File: src/rtl/ori_video_pkg.sv
// Shared constants and types for the Orion video fetch/shift path.
package ori_video_pkg;

  localparam int unsigned VIS_COLS_DEF = 48;
  localparam int unsigned VIS_ROWS_DEF = 256;

  localparam logic [1:0] MODE_MONO = 2'd0;
  localparam logic [1:0] MODE_4C   = 2'd1;
  localparam logic [1:0] MODE_16C  = 2'd2;
  localparam logic [1:0] MODE_OFF  = 2'd3;

  // {i,r,g,b}
  localparam logic [3:0] IRGB_BLACK = 4'b0000;
  localparam logic [3:0] IRGB_RED   = 4'b0100;
  localparam logic [3:0] IRGB_GREEN = 4'b0010;
  localparam logic [3:0] IRGB_BLUE  = 4'b0001;

  typedef enum logic {
    TAIL   = 1'b0,
    ACTIVE = 1'b1
  } phase_e;

endpackage

File: src/rtl/ori_pix_decode.sv
// Combinational decode of the current plane/colour bits into an IRGB pixel.
module ori_pix_decode
  import ori_video_pkg::*;
(
  input  logic [1:0] i_mode,
  input  logic       i_plane_bit,
  input  logic       i_color_bit,
  input  logic [7:0] i_attr,
  output logic [3:0] o_irgb
);

  // Mode-dependent pixel colour selection.
  always_comb begin
    o_irgb = IRGB_BLACK;
    case (i_mode)
      MODE_MONO: o_irgb = i_plane_bit ? IRGB_GREEN : IRGB_BLACK;
      MODE_4C: begin
        case ({i_plane_bit, i_color_bit})
          2'b01:   o_irgb = IRGB_RED;
          2'b10:   o_irgb = IRGB_GREEN;
          2'b11:   o_irgb = IRGB_BLUE;
          default: o_irgb = IRGB_BLACK;
        endcase
      end
      MODE_16C: o_irgb = i_plane_bit ? i_attr[7:4] : i_attr[3:0];
      default:  o_irgb = IRGB_BLACK;
    endcase
  end

endmodule

File: src/rtl/ori_video_fetch_shifter.sv
// Fetches one pixel/colour byte pair per visible column and serialises it MSB first.
module ori_video_fetch_shifter
  import ori_video_pkg::*;
#(
  parameter int unsigned VIS_COLS = VIS_COLS_DEF,
  parameter int unsigned VIS_ROWS = VIS_ROWS_DEF
) (
  input  logic        clk_i,
  input  logic        por_i,
  input  logic        cke_10m_i,
  input  logic        hor_inc_i,
  input  logic [5:0]  cnt_hor_i,
  input  logic [8:0]  cnt_vert_i,
  input  logic [1:0]  video_page_i,
  input  logic [1:0]  color_mode_i,
  output logic        vid_req_o,
  output logic [15:0] vid_addr_o,
  input  logic        vid_ack_i,
  input  logic [7:0]  vid_data_i,
  input  logic [7:0]  vid_color_i,
  output logic [3:0]  pix_o,
  output logic        de_o,
  output logic        underrun_o
);

  phase_e      r_phase, w_phase_d;
  logic [5:0]  r_prev_hor;
  logic        r_fetch_pend;
  logic        r_req;
  logic [15:0] r_addr;
  logic [7:0]  r_hold_pix, r_hold_col;
  logic        r_hold_valid;
  logic [7:0]  r_sh_pix, r_sh_col, r_attr;
  logic [1:0]  r_mode;
  logic        r_de_byte;
  logic [3:0]  r_pix;
  logic        r_de;
  logic        r_underrun;

  logic        w_load, w_fetch, w_visible;
  logic [3:0]  w_irgb;

  assign w_load    = cke_10m_i & hor_inc_i;
  assign w_fetch   = cke_10m_i & r_fetch_pend;
  // Phase used here is the one already updated for this cke cycle's counter value.
  assign w_visible = (w_phase_d == ACTIVE) && (32'(cnt_hor_i) < VIS_COLS) &&
                     (32'(cnt_vert_i) < VIS_ROWS);

  // Line phase: 63->0 enters the tail, 15->0 or any column >=16 means active.
  always_comb begin
    w_phase_d = r_phase;
    if (cke_10m_i) begin
      if (cnt_hor_i >= 6'd16) begin
        w_phase_d = ACTIVE;
      end else if (cnt_hor_i == 6'd0 && r_prev_hor == 6'd63) begin
        w_phase_d = TAIL;
      end else if (cnt_hor_i == 6'd0 && r_prev_hor == 6'd15) begin
        w_phase_d = ACTIVE;
      end
    end
  end

  // Phase tracker state.
  always_ff @(posedge clk_i) begin
    if (por_i) begin
      r_phase    <= TAIL;
      r_prev_hor <= '0;
    end else begin
      r_phase <= w_phase_d;
      if (cke_10m_i) r_prev_hor <= cnt_hor_i;
    end
  end

  // Fetch request/ack handling and holding registers.
  always_ff @(posedge clk_i) begin
    if (por_i) begin
      r_fetch_pend <= 1'b0;
      r_req        <= 1'b0;
      r_addr       <= '0;
      r_hold_pix   <= '0;
      r_hold_col   <= '0;
      r_hold_valid <= 1'b0;
      r_underrun   <= 1'b0;
    end else begin
      r_underrun <= 1'b0;
      if (w_load) begin
        // An ack coinciding with the load point is too late and is dropped.
        r_fetch_pend <= 1'b1;
        r_hold_valid <= 1'b0;
        if (r_req) begin
          r_req      <= 1'b0;
          r_underrun <= 1'b1;
        end
      end else begin
        if (w_fetch) r_fetch_pend <= 1'b0;
        if (r_req && vid_ack_i) begin
          r_hold_pix   <= vid_data_i;
          r_hold_col   <= vid_color_i;
          r_hold_valid <= 1'b1;
          r_req        <= 1'b0;
        end else if (w_fetch && w_visible) begin
          r_req  <= 1'b1;
          r_addr <= {~video_page_i, cnt_hor_i, cnt_vert_i[7:0]};
        end
      end
    end
  end

  // Shift register, per-byte mode latch and registered pixel output.
  always_ff @(posedge clk_i) begin
    if (por_i) begin
      r_sh_pix  <= '0;
      r_sh_col  <= '0;
      r_attr    <= '0;
      r_mode    <= MODE_MONO;
      r_de_byte <= 1'b0;
      r_pix     <= '0;
      r_de      <= 1'b0;
    end else if (cke_10m_i) begin
      r_pix <= r_de_byte ? w_irgb : IRGB_BLACK;
      r_de  <= r_de_byte;
      if (w_load) begin
        r_mode <= color_mode_i;
        if (r_req) begin
          // Missed fetch: show a blank but enabled byte.
          r_sh_pix  <= '0;
          r_sh_col  <= '0;
          r_attr    <= '0;
          r_de_byte <= 1'b1;
        end else begin
          r_sh_pix  <= r_hold_pix;
          r_sh_col  <= r_hold_col;
          r_attr    <= r_hold_col;
          r_de_byte <= r_hold_valid;
        end
      end else begin
        r_sh_pix <= {r_sh_pix[6:0], 1'b0};
        r_sh_col <= {r_sh_col[6:0], 1'b0};
      end
    end
  end

  ori_pix_decode u_pix_decode (
    .i_mode      (r_mode),
    .i_plane_bit (r_sh_pix[7]),
    .i_color_bit (r_sh_col[7]),
    .i_attr      (r_attr),
    .o_irgb      (w_irgb)
  );

  assign vid_req_o  = r_req;
  assign vid_addr_o = r_addr;
  assign pix_o      = r_pix;
  assign de_o       = r_de;
  assign underrun_o = r_underrun;

endmodule

File: config.mk
export PLATFORM = sky130hd
export DESIGN_NAME = ori_video_fetch_shifter
export DESIGN_NICKNAME = d
export VERILOG_FILES = /design/src/rtl/ori_video_pkg.sv /design/src/rtl/ori_pix_decode.sv /design/src/rtl/ori_video_fetch_shifter.sv
export SDC_FILE = /design/constraint.sdc
export NUM_CORES = 1
export LEC_CHECK = 0
export CAP_MARGIN = 20
export CORE_ASPECT_RATIO = 0.5
export CORE_MARGIN = 8
export CORE_UTILIZATION = 51
export DETAILED_ROUTE_END_ITERATION = 16
export PLACE_DENSITY = 0.83
export SETUP_SLACK_MARGIN = 0.15
export SYNTH_ARGS = -nofsm -noshare
export SYNTH_HDL_FRONTEND = slang
export SYNTH_HIERARCHICAL = 1
export SYNTH_SLANG_ARGS = --single-unit
File: constraint.sdc
create_clock -name clk_i -period 2.4 [get_ports clk_i]
set_input_delay 0.48 -clock clk_i [delete_from_list [all_inputs] [get_ports clk_i]]
set_output_delay 0.48 -clock clk_i [all_outputs]
set_load 0.1 [all_outputs]
==> metrics <==
Setup crit end kind=register; total power=2.94 mW; crit start category=primary input; Data arrival, critical path=2440 ps; register area share after synthesis=0.471; Hold-fix buffers, CTS=0; unique cell type count in the Yosys netlist=36; P&R area growth vs syn=32.7%; Commonest cells post-synth=dfxtp_1 (75), nand2_1 (53), nand2b_1 (42), a21oi_1 (35), mux2i_1 (29); post-layout min period=2190 ps; reg2reg path depth=7; maximum fanout along the worst path=7; synth top area cells=dfxtp_1 (47%), mux2i_1 (9.1%), nand2b_1 (8.2%), nand2_1 (6.2%), a21oi_1 (5.5%); CP peak stage delay=440 ps; Clock transition at path regs=60 ps; worst path cell trace=clkdlybuf4s50_1 > and4bb_1 > a2111o_1 > o211ai_2 > a2111oi_4 > buf_4 > buf_4 > mux2i_1; DIE WIDTH=128 um; #FFs+latches synth=75; largest net degree at the start of global routing=42; Finish-stage setup viols=0; GRT met1 Usage=0.190; Clock Root Buffer=clkbuf_16; DP HPWL=4.96 mm; GR Layer Usage met2=0.281; max-cap violations=0; synthesized area=0.00319 mm2; outcome=complete, no violations; routed vias/inst=5.13; Die Area=0.00919 mm2; Final ANT Viol Nets=0; RePlAce Congestion=0.831; gr usage total=0.166; layout cells sized above 1=0.152; fmax=0.457 GHz; Pint=2.30 mW; Mapped Cells=358; fill count=485; ys flop type=dfxtp_1; DR vias=2,646; top-count cell post-synth=dfxtp_1; EDFF count, synth=0; Leakage=1.59 nW; Crit Path Class=in2reg; CTS tree=yes; switching share of total power=0.217; Combinational Power Share=0.081; Yosys top cell area share=0.471; GR Util met3=0.0702; GR peak layer=met2; Clock power frac=0.480; Setup Skew=8.61 ps; Final Cycle Share=0.912; PostCTS Resize Cnt=0; fraction of registers with async set/reset=0; Slew HR=0.604; WL per Instance=14.1 um; Final Non-Filler Cells=516; initial antenna violation count=0; IO buf count=62; Avg Inst Size Synth=8.90 um2; initial DRC count=123; DRC=0; Tightest Pin Transition=593 ps; Post-CTS Setup Inserts=3; grt ovf=0; DIE HEIGHT=71.9 um; Slowest-stage cell, CP=clkdlybuf4s50_1; Worst Hold Class=reg2reg; CTS max path bufs=2; synth warn=6; Final Hold Vio Count=0; IO Pins=63; initial core utilization=0.526; vias in the first global route=2,598; share of power burned in registers=0.439; pwr/cell area=695 mW/mm2; unrepaired setup endpoints after global routing=no; core area=0.00606 mm2; Final Max Slew Viols=0; # clock sinks=75; clock latency on the worst-skew pair=330 ps; WL final=7.29 mm; CP Data Required Time=2650 ps; first-pass GRT wire length=12.3 mm; Synth area leader=dfxtp_1; Psw=0.638 mW; maximum VDD drop=0.381 mV; dpl cells=498; Synth Net Count=398; Hold Path Cell Cnt=2; H-tree Lvls=3; num rows=20; CTS Buf Count=9; Nets=464; Core Util, Final=0.698; first drt pass iteration count=4; Worst Hold Slack=450 ps; most used cell, CP=buf_4; diode count=0
==> routing by layer <==
metal,wire length [um],part of all wire
met1,3370,0.46
met2,3420,0.47
met3,451,0.062
met4,46,0.0063
met5,0,0
==> sequential cells by signal (all words and copies together), names as in the netlist, 2 cells and up <==
| register | cells |
|---|---|
| r_hold_col | 8 |
| vid_addr_o | 16 |
| r_prev_hor | 6 |
| r_attr | 8 |
| pix_o | 4 |
| r_hold_pix | 8 |
| r_sh_col | 8 |
| r_mode | 2 |
| r_sh_pix | 8 |
==> layout by cell type (no fill, tap or decap), drive strengths merged, types with 2 or more instances in the layout <==
cell type       n
a211oi          7
nand3           8
a21o            2
clkdlybuf4s50  37
clkbuf         10
mux2i          29
nor3            4
nand2b         42
and4bb          2
dfxtp          75
a21oi          35
bufinv          2
a311oi          7
o31a            2
nand3b          7
nor3b           2
buf            44
or2b            2
nor2           28
nor2b          11
nand2          53
clkinvlp        3
mux2            2
==> power groups by stage <==
| stage | combinational, mW | clock (mW) | sequential [mW] |
|---|---|---|---|
| 3_3_place_gp | 0.229 | 0 | 1.32 |
| 2_1_floorplan | 0.114 | 0 | 1.33 |
| 3_5_place_dp | 0.234 | 0 | 1.32 |
| 6_report | 0.237 | 1.41 | 1.29 |
| 5_1_grt | 0.255 | 1.50 | 1.29 |
| 4_1_cts | 0.237 | 1.43 | 1.29 |
==> worst max-delay path, delay by kind of cell <==
kind / cells / cell delay, ps
muxes: 1 / 200
buffers and inverters: 3 / 840
AOI/OAI and AO/OA: 3 / 590
and+or+nand+nor: 1 / 330
==> kinds of logic after synthesis <==
kind of cell,synth area share
AOI/OAI and AO/OA,0.124
buffers and inverters,0.0357
DFF,0.471
muxes,0.101
and+or+nand+nor,0.269
==> path summary, 6_finish.rpt <==
kind	startpoint	endpoint	slack, ps
worst min-delay path	r_hold_col[1]$_SDFFE_PP0P_	r_hold_col[1]$_SDFFE_PP0P_	450
worst max-delay path	cnt_hor_i[2]	vid_addr_o[0]$_SDFFE_PP0P_	210
worst max register to register	r_prev_hor[3]$_SDFFE_PP0P_	vid_addr_o[0]$_SDFFE_PP0P_	570
worst min register to register	r_hold_col[1]$_SDFFE_PP0P_	r_hold_col[1]$_SDFFE_PP0P_	450
==> area by class of cell <==
class / instances / area, um2 / area share
clock buffers: 9 / 225 / 0.0533
multi-input cells: 256 / 1570 / 0.372
well taps: 88 / 110 / 0.0260
repair buffers: 82 / 728 / 0.172
clock inverters: 6 / 91.3 / 0.0216
flip-flops and latches: 75 / 1500 / 0.355
==> through the flow <==
stage	instance area (um2)	setup slack [ps]	setup TNS [ps]
floorplan	3190	362	0
global placement	3890	-228	-2460
detailed placement	3890	-382	-4330
CTS	4230	244	0
global route	4230	153	0
finish	4230	212	0
No activity file was read; power rests on OpenSTA's default activity.
